[src/rtl/ps2_pkg.sv]
// Shared constants, types and frame helpers for the PS/2 keyboard transmitter.
package ps2_pkg;
   localparam int unsigned FRAME_BITS = 11;
   localparam int unsigned STOP_IDX   = 10;
   localparam int unsigned BIDX_W     = 4;

   typedef enum logic [1:0] {IDLE, HI, LO, GAP} ps2_state_e;
   typedef logic [7:0] scancode_t;

   // Wire order: start is bit 0, stop is bit 10.
   typedef struct packed {
      logic      stop;
      logic      parity;
      scancode_t data;
      logic      start;
   } ps2_frame_t;

   function automatic logic odd_parity(input scancode_t data);
      return ~^data;
   endfunction

   function automatic ps2_frame_t build_frame(input scancode_t data);
      ps2_frame_t f;
      f.stop   = 1'b1;
      f.parity = odd_parity(data);
      f.data   = data;
      f.start  = 1'b0;
      return f;
   endfunction
endpackage

[src/rtl/ps2_kbd_tx_if.sv]
// Scancode write channel into the PS/2 transmitter queue.
interface ps2_kbd_tx_if;
   import ps2_pkg::*;

   logic      wr_valid;
   scancode_t wr_data;
   logic      wr_ready;

   modport master (output wr_valid, output wr_data, input wr_ready);
   modport slave  (input wr_valid, input wr_data, output wr_ready);
endinterface

[src/rtl/ps2_fifo.sv]
// Synchronous scancode FIFO; ready is registered and stays low for the cycle a full FIFO pops.
module ps2_fifo
   import ps2_pkg::*;
#(
   parameter int unsigned DEPTH = 8
) (
   input  logic                       clock,
   input  logic                       resetn,
   input  logic                       push,
   input  scancode_t                  wdata,
   input  logic                       pop,
   output scancode_t                  rdata_c,
   output logic                       ready,
   output logic [$clog2(DEPTH+1)-1:0] level
);
   localparam int unsigned PTR_W = $clog2(DEPTH);
   localparam int unsigned LVL_W = $clog2(DEPTH + 1);

   scancode_t        mem [DEPTH];
   logic [PTR_W-1:0] wr_ptr;
   logic [PTR_W-1:0] rd_ptr;
   logic             push_ok;
   logic             pop_ok;
   logic [LVL_W-1:0] level_d;

   always_comb begin
      push_ok = push && ready;
      pop_ok  = pop && (level != '0);
      level_d = level + LVL_W'(push_ok) - LVL_W'(pop_ok);
   end

   assign rdata_c = mem[rd_ptr];

   always_ff @(posedge clock or negedge resetn) begin
      if (!resetn) begin
         wr_ptr <= '0;
         rd_ptr <= '0;
         level  <= '0;
         ready  <= 1'b1;
      end else begin
         if (push_ok) wr_ptr <= wr_ptr + PTR_W'(1);
         if (pop_ok)  rd_ptr <= rd_ptr + PTR_W'(1);
         level <= level_d;
         ready <= (level_d != LVL_W'(DEPTH));
      end
   end

   // Storage needs no reset; pointers define validity.
   always_ff @(posedge clock) begin
      if (push_ok) mem[wr_ptr] <= wdata;
   end
endmodule

[src/rtl/ps2_kbd_tx.sv]
// PS/2 device-side transmitter: queues scancodes and serialises 11-bit frames,
// aborting and later resending a frame when the host inhibits before the stop bit.
module ps2_kbd_tx
   import ps2_pkg::*;
#(
   parameter int unsigned CLK_FREQ_HZ = 25_000_000,
   parameter int unsigned PS2_FREQ_HZ = 10_000,
   parameter int unsigned FIFO_DEPTH  = 8,
   parameter int unsigned GAP_HALVES  = 2
) (
   input  logic                            clock,
   input  logic                            resetn,
   ps2_kbd_tx_if.slave                     wr,
   input  logic                            ps2_inhibit,
   output logic                            ps2_clk,
   output logic                            ps2_dat,
   output logic                            busy,
   output logic [$clog2(FIFO_DEPTH+1)-1:0] fifo_level
);
   localparam int unsigned HALF     = CLK_FREQ_HZ / (2 * PS2_FREQ_HZ);
   localparam int unsigned CNT_W    = $clog2(HALF);
   localparam int unsigned GAP_CYC  = GAP_HALVES * HALF;
   localparam int unsigned GAP_LAST = (GAP_CYC == 0) ? 0 : GAP_CYC - 1;
   localparam int unsigned GAP_W    = (GAP_CYC < 2) ? 1 : $clog2(GAP_CYC);
   localparam int unsigned SH_W     = FRAME_BITS - 1;

   ps2_state_e        state_q, state_d;
   logic [CNT_W-1:0]  cnt_q, cnt_d;
   logic [GAP_W-1:0]  gap_q, gap_d;
   logic [BIDX_W-1:0] bidx_q, bidx_d;
   logic [SH_W-1:0]   shreg_q, shreg_d;
   logic              pending_q;
   logic              clk_d, dat_d, busy_d;
   logic              pop_c, abort_c;
   scancode_t         head_c;
   ps2_frame_t        frame_c;

   ps2_fifo #(.DEPTH(FIFO_DEPTH)) u_fifo (
      .clock   (clock),
      .resetn  (resetn),
      .push    (wr.wr_valid),
      .wdata   (wr.wr_data),
      .pop     (pop_c),
      .rdata_c (head_c),
      .ready   (wr.wr_ready),
      .level   (fifo_level)
   );

   // State, counters and registered line outputs.
   always_ff @(posedge clock or negedge resetn) begin
      if (!resetn) begin
         state_q   <= GAP;
         cnt_q     <= '0;
         gap_q     <= '0;
         bidx_q    <= '0;
         shreg_q   <= '0;
         pending_q <= 1'b0;
         ps2_clk   <= 1'b1;
         ps2_dat   <= 1'b1;
         busy      <= 1'b0;
      end else begin
         state_q   <= state_d;
         cnt_q     <= cnt_d;
         gap_q     <= gap_d;
         bidx_q    <= bidx_d;
         shreg_q   <= shreg_d;
         pending_q <= (fifo_level != '0);
         ps2_clk   <= clk_d;
         ps2_dat   <= dat_d;
         busy      <= busy_d;
      end
   end

   // Next-state and next-output logic.
   always_comb begin
      state_d = state_q;
      cnt_d   = cnt_q;
      gap_d   = gap_q;
      bidx_d  = bidx_q;
      shreg_d = shreg_q;
      clk_d   = ps2_clk;
      dat_d   = ps2_dat;
      pop_c   = 1'b0;
      frame_c = build_frame(head_c);
      abort_c = ps2_inhibit && (bidx_q != BIDX_W'(STOP_IDX));

      unique case (state_q)
         IDLE: begin
            clk_d = 1'b1;
            dat_d = 1'b1;
            if (pending_q && !ps2_inhibit) begin
               state_d = HI;
               cnt_d   = CNT_W'(HALF - 1);
               bidx_d  = '0;
               dat_d   = frame_c.start;
               shreg_d = frame_c[FRAME_BITS-1:1];
            end
         end
         HI: begin
            if (abort_c) begin
               state_d = GAP;
               gap_d   = '0;
               clk_d   = 1'b1;
               dat_d   = 1'b1;
            end else if (cnt_q == '0) begin
               state_d = LO;
               cnt_d   = CNT_W'(HALF - 1);
               clk_d   = 1'b0;
            end else begin
               cnt_d = cnt_q - CNT_W'(1);
            end
         end
         LO: begin
            if (abort_c) begin
               state_d = GAP;
               gap_d   = '0;
               clk_d   = 1'b1;
               dat_d   = 1'b1;
            end else if (cnt_q == '0) begin
               clk_d = 1'b1;
               if (bidx_q == BIDX_W'(STOP_IDX)) begin
                  pop_c   = 1'b1;
                  state_d = GAP;
                  gap_d   = '0;
                  dat_d   = 1'b1;
               end else begin
                  state_d = HI;
                  cnt_d   = CNT_W'(HALF - 1);
                  bidx_d  = bidx_q + BIDX_W'(1);
                  dat_d   = shreg_q[0];
                  shreg_d = {1'b1, shreg_q[SH_W-1:1]};
               end
            end else begin
               cnt_d = cnt_q - CNT_W'(1);
            end
         end
         GAP: begin
            clk_d = 1'b1;
            dat_d = 1'b1;
            if (ps2_inhibit) begin
               gap_d = '0;
            end else if (gap_q == GAP_W'(GAP_LAST)) begin
               state_d = IDLE;
               gap_d   = '0;
            end else begin
               gap_d = gap_q + GAP_W'(1);
            end
         end
         default: state_d = GAP;
      endcase

      busy_d = (state_d == HI) || (state_d == LO);
   end
endmodule
[src/flat_wrapper.sv]
// flat-port wrapper written by rule: the top's interface ports become plain ports
module ps2_kbd_tx_flat import ps2_pkg::*;
#(
   parameter int unsigned CLK_FREQ_HZ = 25_000_000,
   parameter int unsigned PS2_FREQ_HZ = 10_000,
   parameter int unsigned FIFO_DEPTH  = 8,
   parameter int unsigned GAP_HALVES  = 2
)
  (clock, resetn, ps2_inhibit, ps2_clk, ps2_dat, busy, fifo_level, wr_wr_valid, wr_wr_data, wr_wr_ready);
  ps2_kbd_tx_if wr_i ();
  input  logic clock;
  input  logic resetn;
  input  logic ps2_inhibit;
  output logic ps2_clk;
  output logic ps2_dat;
  output logic busy;
  output logic [$clog2(FIFO_DEPTH+1)-1:0] fifo_level;
  input wire logic [$bits(wr_i.wr_valid)-1:0] wr_wr_valid;
  input wire logic [$bits(wr_i.wr_data)-1:0] wr_wr_data;
  output wire logic [$bits(wr_i.wr_ready)-1:0] wr_wr_ready;
  assign wr_i.wr_valid = wr_wr_valid;
  assign wr_i.wr_data = wr_wr_data;
  assign wr_wr_ready = wr_i.wr_ready;
  ps2_kbd_tx #(.CLK_FREQ_HZ(CLK_FREQ_HZ), .PS2_FREQ_HZ(PS2_FREQ_HZ), .FIFO_DEPTH(FIFO_DEPTH), .GAP_HALVES(GAP_HALVES)) u_core (.clock(clock), .resetn(resetn), .wr(wr_i), .ps2_inhibit(ps2_inhibit), .ps2_clk(ps2_clk), .ps2_dat(ps2_dat), .busy(busy), .fifo_level(fifo_level));
endmodule
[config.mk]
export PLATFORM = sky130hd
export DESIGN_NAME = ps2_kbd_tx_flat
export DESIGN_NICKNAME = d
export VERILOG_FILES = /design/src/rtl/ps2_pkg.sv /design/src/rtl/ps2_kbd_tx_if.sv /design/src/rtl/ps2_fifo.sv /design/src/rtl/ps2_kbd_tx.sv /design/src/flat_wrapper.sv
export SDC_FILE = /design/constraint.sdc
export NUM_CORES = 1
export LEC_CHECK = 0
export CORE_MARGIN = 3
export CORE_UTILIZATION = 40
export DETAILED_ROUTE_END_ITERATION = 12
export DONT_BUFFER_PORTS = 1
export SYNTH_ARGS = -nofsm -noshare
export SYNTH_HDL_FRONTEND = slang
export SYNTH_SLANG_ARGS = --single-unit
[constraint.sdc]
create_clock -name clock -period 4 [get_ports clock]
set_input_delay 0.6 -clock clock [delete_from_list [all_inputs] [get_ports clock]]
set_output_delay 0.6 -clock clock [all_outputs]
set_load 0.005 [all_outputs]
---- Word-level counts from Yosys, hierarchy flattened ----
Memories as Yosys holds them, arrays and structs flattened.
Cells that the tools add are included.
operators by class
  reduce and logical (&&, ||, !) cells .... 19
  muxes and demuxes ....................... 50
  eq/ne operators ......................... 19
  add/sub/neg operators ................... 7
operators with widths
  operator                                                                  number
  12-bit two-way mux                                                        6
  11-bit two-way mux                                                        6
  10-bit two-way mux                                                        4
  12-bit one-hot mux with 3 select lines                                    1
  11-bit one-hot mux with 3 select lines                                    1
  10-bit one-hot mux with 2 select lines                                    1
  2-bit two-way mux                                                         8
  4-bit two-way mux                                                         4
  1-bit two-way mux                                                         15
  12-bit by 1-bit adder with 12-bit output (second input constant)          1
  12-bit equality test (second input constant)                              1
  11-bit logical NOT                                                        1
  11-bit by 1-bit subtractor with 11-bit output (second input constant)     1
  5-bit AND reduction                                                       2
  3-bit by 1-bit inequality test with 1-bit output (second input constant)  3
  4-bit inequality test (second input constant)                             2
  2-bit one-hot mux with 4 select lines                                     1
  4-bit one-hot mux with 2 select lines                                     1
  8-bit XNOR reduction                                                      1
  3-bit by 1-bit adder with 3-bit output (second input constant)            2
  2-bit equality test (second input constant)                               3
  2-bit by 1-bit inequality test with 1-bit output (second input constant)  3
  2-bit inequality test (second input constant)                             3
  3-bit nonzero test                                                        2
  17 further kinds                                                          22
storage, ports and cells
  register bits after elaboration ......... 54
  input bits .............................. 12
  memories ................................ 1
  logic and storage cells ................. 109
  output and inout port bits .............. 8
  bits in writable memories ............... 64
memories
  name               depth  bits a word  rd ports  clocked after memory_dff  write ports  RTL line        RTL
  u_core.u_fifo.mem  8      8            1         0                         1            ps2_fifo.sv:19  scancode_t mem [DEPTH];

---- Longest topological paths before layout ----
Gate-level depths: netlist of run 1.
  depth in word-level cells ............... 8
  depth in mapped cells ................... 13
  depth with buffers taken out ............ 12

---- Hierarchy ----
Synthesis of run 1 repeated with hierarchy kept, for this count alone.
second synthesis, totals
  cell total of the unflattened synthesis .. 444
  area total of the unflattened synthesis .. 5736.8 um^2
by module, submodules not included
  module      cells each  seq. area each (um^2)  area each (um^2)  instances
  ps2_fifo    151         2198.4                 3091.7            1
  ps2_kbd_tx  293         1081.0                 2645.0            1

---- Worst setup path after synthesis of run 1 ----
Ideal clock, no wire load.
  path kind ............................... reg2reg
  start ................................... register u_core.cnt_q[0]
  end ..................................... register u_core.u_fifo.ready
  period minus slack after synthesis ...... 3.614 ns
  path buffers ............................ 1
  cell stages (with the launch flop) ...... 14
  path slack .............................. 0.386 ns
  arrival ................................. 3.513 ns
  library setup time ...................... 0.100 ns
  data required time ...................... 3.900 ns
  cells stage by stage .................... dfrtp_1 -> inv_1 -> ha_1 -> or4b_1 -> or3_1 -> buf_6 -> nor3b_4 -> ha_1 -> inv_1 -> ha_1 -> inv_1 -> fa_1 -> inv_1 -> or4b_2
on the way
  word-level cells in the longest chain between the ends .. 7
RTL lines
  element                                      RTL line           RTL
  start, declared                              ps2_kbd_tx.sv:28   logic [CNT_W-1:0] cnt_q, cnt_d;
  start signal, assigned                       ps2_kbd_tx.sv:63   cnt_q <= cnt_d;
  11-bit logical NOT                           ps2_kbd_tx.sv:119  end else if (cnt_q == '0) begin
  1-bit two-way mux                            ps2_kbd_tx.sv:119
  1-bit two-way mux                            ps2_kbd_tx.sv:114  if (abort_c) begin
  1-bit two-way mux                            ps2_kbd_tx.sv:87   unique case (state_q)
  1-bit logical AND                            ps2_fifo.sv:28     pop_ok = pop && (level != '0);
  via u_core.u_fifo.pop_ok                     ps2_fifo.sv:23     logic pop_ok;
  4-bit by 1-bit subtractor with 4-bit output  ps2_fifo.sv:29     level_d = level + LVL_W'(push_ok) - LVL_W'(pop_ok);
  via u_core.u_fifo.level_d[1]                 ps2_fifo.sv:24     logic [LVL_W-1:0] level_d;
  4-bit inequality test                        ps2_fifo.sv:44     ready <= (level_d != LVL_W'(DEPTH));
  end signal, assigned                         ps2_fifo.sv:44
  end, declared                                ps2_fifo.sv:13     output logic ready,
The timed path passes the listed nets, and every way through them passes these cells.
A chain may end at the register's enable or synchronous reset.

---- Final worst setup path of run 1 ----
Same ends and word-level chain as after synthesis.

==> flow_metrics.env, run 1 <==
export IMPL_grt_total_usage_pct=14.9
export IMPL_finalNetCount=456
export IMPL_min_period_ns=3.76
export IMPL_sequentialPowerShare_pct=42.0
export IMPL_ys_warn_count=0
export IMPL_cpLargestDelayFamily="simple AND/OR/NAND/NOR gates"
export IMPL_critical_path_max_stage_delay_ns=0.66
export IMPL_avgRoutedWirePerCell_um=16.3
export IMPL_vdd_ir_drop_worst_mv=0.329
export IMPL_yosys_cell_types_count=54
export IMPL_synth_edff_count=64
export IMPL_cell_internal_pwr_mw=2.76
export IMPL_port_buffers=0
export IMPL_drcViolationCount=0
export IMPL_drt_pre_antenna_iters=4
export IMPL_hold_path_class="input port to asynchronous set/reset pin"
export IMPL_number_of_global_route_vias_before_repair=3215
export IMPL_worst_clock_skew_ns=0.0132
export IMPL_finalSetupViolCount=0
export IMPL_clock_tree_from_tritoncts="yes"
export IMPL_numCtsBuffers=17
export IMPL_tns_ns=0
export IMPL_power_density_cell_area_nw_per_um2=647
export IMPL_timing_fmax_mhz=266
export IMPL_timing_critical_path_required_ns=4.31
export IMPL_timing_critical_path_from_type="register"
export IMPL_tightest_slew_ns=0.943
export IMPL_pre_cts_ws_ns=0.201
export IMPL_top_level_i_o_count=20
export IMPL_cp_end_kind="register"
export IMPL_die_width_um=122
export IMPL_clock_latency_ns=0.41
export IMPL_ys_dominant_reg_cell="sky130_fd_sc_hd__edfxtp_1"
export IMPL_routabilityCongestion=0.803
export IMPL_drive_gt1_share_pct=16.6
export IMPL_total_power_mw=4.00
export IMPL_core_region_area_um2=12900
export IMPL_clockRootBuffer="sky130_fd_sc_hd__clkbuf_16"
export IMPL_ys_seq_area_share_pct=60.5
export IMPL_status="completed"
export IMPL_final_setup_worst_slack_ns=0.236
export IMPL_wl_mm=9.95
export IMPL_cp_data_arrival_time_ns=4.08
export IMPL_cts_sink_count=118
export IMPL_clock_power_share_pct=35.0
export IMPL_p_sw_mw=1.24
export IMPL_grt_start_max_net_pins=50
export IMPL_cts_htree_levels=4
export IMPL_crit_chain="inv_1 -> ha_1 -> or4b_1 -> or3_1 -> nor3b_4 -> ha_1 -> inv_1 -> ha_1 -> inv_1 -> fa_1 -> inv_1 -> or4b_2"
export IMPL_critPathMostFrequentCell="sky130_fd_sc_hd__inv_1"
export IMPL_cts_path_max_buffers=2
export IMPL_synth_instances=418
export IMPL_floorplan_die_area_um2=15000
export IMPL_clkTransAtPathRegs_ns=0.06
export IMPL_floorplan_initialDensity_pct=41.9
export IMPL_final_period_utilization_pct=94.1
export IMPL_final_hold_viol_count=0
export IMPL_power_share_combinational_pct=23.0
export IMPL_antenna_found_initial=0
export IMPL_num_vias=3177
export IMPL_synthArstFlopShare_pct=45.8
export IMPL_p_sw_share_pct=31.1
export IMPL_syn_area_um2=5420
export IMPL_insertedDiodeCount=0
export IMPL_std_cell_rows=41
export IMPL_drtIter0Drc=183
export IMPL_mappedNetlistNets=447
export IMPL_worst_path_max_delay_cell="sky130_fd_sc_hd__or4b_2"
export IMPL_timing_slew_headroom_pct=36.9
export IMPL_rsz0062_at_grt="false"
export IMPL_die_h_um=122
export IMPL_critPathKind="register to register"
export IMPL_viasPerCell=5.19
export IMPL_synthesis_area_per_instance_um2=13.0
export IMPL_area_growth_syn_to_layout_pct=14.0
export IMPL_place_detailed_hpwl_mm=6.50
export IMPL_global_route_wire_length_before_repair_mm=16.8
export IMPL_drtAntennaViolNets=0
export IMPL_total_leakage_power_nw=2.27
export IMPL_timing_critical_path_fanout_max=4
export IMPL_ys_ff_latch=118
export IMPL_globalRouteOverflowTotal=0
export IMPL_hold_worst_slack_ns=0.0330
export IMPL_slew_violations=0
export IMPL_crit_buf_inv=4
export IMPL_drv_max_cap_violation_count=0
cells in the final DEF, fill, tap and decap left out, drive strengths merged, types with 3 or more instances in the layout:
cell	netlist	routed
clkbuf	9	18
nor2	38	38
xor2	5	5
o41ai	4	4
or4b	3	3
dfstp	5	5
clkinvlp	0	3
mux2	3	3
mux2i	9	9
edfxtp	64	64
nand2b	8	8
or2	3	3
o31ai	7	7
xnor2	16	16
a21oi	19	19
inv	17	21
clkinv	0	6
dfrtp	49	49
mux4	16	16
or3	4	4
nand3	9	9
nor4	5	5
buf	8	7
o21ai	27	27
and3	4	4
nor3	10	10
ha	16	16
nand2	37	37
synthesized netlist by cell type (2+ instances only):
master	count	area share, %
sky130_fd_sc_hd__a21oi_1	18	1.7
sky130_fd_sc_hd__and3_1	4	0.46
sky130_fd_sc_hd__buf_1	3	0.21
sky130_fd_sc_hd__buf_6	3	0.62
sky130_fd_sc_hd__clkbuf_1	9	0.62
sky130_fd_sc_hd__dfrtp_1	49	23
sky130_fd_sc_hd__dfstp_2	5	2.4
sky130_fd_sc_hd__edfxtp_1	64	35
sky130_fd_sc_hd__ha_1	16	3.7
sky130_fd_sc_hd__inv_1	17	1.2
sky130_fd_sc_hd__mux2_2	3	0.62
sky130_fd_sc_hd__mux2i_1	9	1.7
sky130_fd_sc_hd__mux4_2	16	6.6
sky130_fd_sc_hd__nand2_1	37	2.6
sky130_fd_sc_hd__nand2b_1	8	0.92
sky130_fd_sc_hd__nand3_1	9	0.83
sky130_fd_sc_hd__nand4_1	2	0.23
sky130_fd_sc_hd__nor2_1	37	2.6
sky130_fd_sc_hd__nor2b_1	2	0.23
sky130_fd_sc_hd__nor3_1	9	0.83
sky130_fd_sc_hd__nor4_1	5	0.58
sky130_fd_sc_hd__o21ai_0	27	2.5
sky130_fd_sc_hd__o31ai_1	7	0.97
sky130_fd_sc_hd__o41ai_1	4	0.65
sky130_fd_sc_hd__or2_2	2	0.23
sky130_fd_sc_hd__or3_1	4	0.46
sky130_fd_sc_hd__or4_1	2	0.28
sky130_fd_sc_hd__or4b_1	2	0.37
sky130_fd_sc_hd__xnor2_1	16	2.6
sky130_fd_sc_hd__xor2_1	5	0.81
logic make-up after synthesis:
family / Yosys count / synth area share (%)
AO/OA/AOI/OAI: 65 / 7.53
multiplexers: 28 / 8.93
buffers and inverters: 34 / 2.86
flip-flops: 118 / 60.5
XOR/XNOR: 21 / 3.39
adder cells (fa/ha/maj): 17 / 4.06
AND/OR/NAND/NOR: 135 / 12.7
worst reg2reg max path: cells and delay by family (launching register included):
kind	cells	cell delay (ns)
adders and majority gates	4	1.12
buffers and inverters	4	0.27
DFF	1	0.38
and+or+nand+nor	4	1.90
worst paths after layout:
check | start | end | slack (ns) | depth (start not counted)
setup / recovery | u_core.cnt_q[0] | u_core.u_fifo.ready | 0.24 | 12
hold / removal | resetn | u_core.u_fifo.ready | 0.03 | 0
setup reg to reg | u_core.cnt_q[0] | u_core.u_fifo.ready | 0.24 | 12
hold reg to reg | u_core.shreg_q[9] | u_core.shreg_q[9] | 0.47 | 1
max in group asynchronous | resetn | u_core.shreg_q[7] | 3.73 | 1
min in group clock | wr_wr_data[4] | u_core.u_fifo.mem[1][4] | 0.28 | 0
metal layers:
metal / part of all wire [%] / up-vias / GRT usage (%)
met5: 0 / - / 0
met4: 1.1 / 0 / 4.41
met2: 48 / 49 / 24.1
met3: 4.9 / 10 / 5.39
li1: - / 1560 / -
met1: 46 / 1558 / 18.8
layout make-up:
type | count | area, um2
fillers | 1153 | 6750
flip-flops and latches | 118 | 3280
multi-input cells | 266 | 2000
clock buffers | 18 | 429
well taps | 172 | 215
clock inverters | 14 | 125
repair buffers | 7 | 72.6
inverters | 17 | 63.8
state kept, by name, summed over array words and instances (netlist names):
| signal | count |
|---|---|
| u_core.ps2_dat | 1 |
| u_core.u_fifo.rd_ptr | 3 |
| u_core.state_q | 2 |
| u_core.bidx_q | 4 |
| u_core.u_fifo.wr_ptr | 3 |
| u_core.busy | 1 |
| u_core.u_fifo.mem | 64 |
| u_core.ps2_clk | 1 |
| u_core.cnt_q | 11 |
| u_core.u_fifo.level | 4 |
| u_core.gap_q | 12 |
| u_core.shreg_q | 10 |
| u_core.pending_q | 1 |
| u_core.u_fifo.ready | 1 |
metrics by stage:
stage               cells  util (%)  instance area [um2]
global placement      579      43.3                 5600
floorplan             418         -                 5420
global route          612      47.8                 6180
detailed placement    579      43.3                 5600
finish                612      47.8                 6180
CTS                   612      47.8                 6180
power by group through the flow:
stage	Clock (mW)	Combinational [mW]	Sequential (mW)
final	1.40	0.919	1.68
after global routing	1.49	1.06	1.70
after CTS	1.43	0.936	1.68
after detailed placement	0	0.916	1.70
after global placement	0	0.893	1.69
after floorplan	0	0.729	1.66
repair_timing:
item | CTS | global route
resized for setup | 0 | 0
buffers inserted | 0 | 0
hold endpoints to repair | 49 | 0
setup endpoints to repair | 0 | 1
hold buffers | 1 | 0
Note: power is estimated with default switching activity, not from simulation.
==> run 2: changes to the inputs <==
--- a/config.mk
+++ b/config.mk
@@ -7,6 +7,7 @@
 export LEC_CHECK = 0
 export CORE_MARGIN = 3
 export CORE_UTILIZATION = 40
+export CTS_CLUSTER_SIZE = 28
 export DETAILED_ROUTE_END_ITERATION = 12
 export DONT_BUFFER_PORTS = 1
 export SYNTH_ARGS = -nofsm -noshare
==> results of run 2 <==
Same layout as run 1: the final DEF is identical, and so are final timing and power.
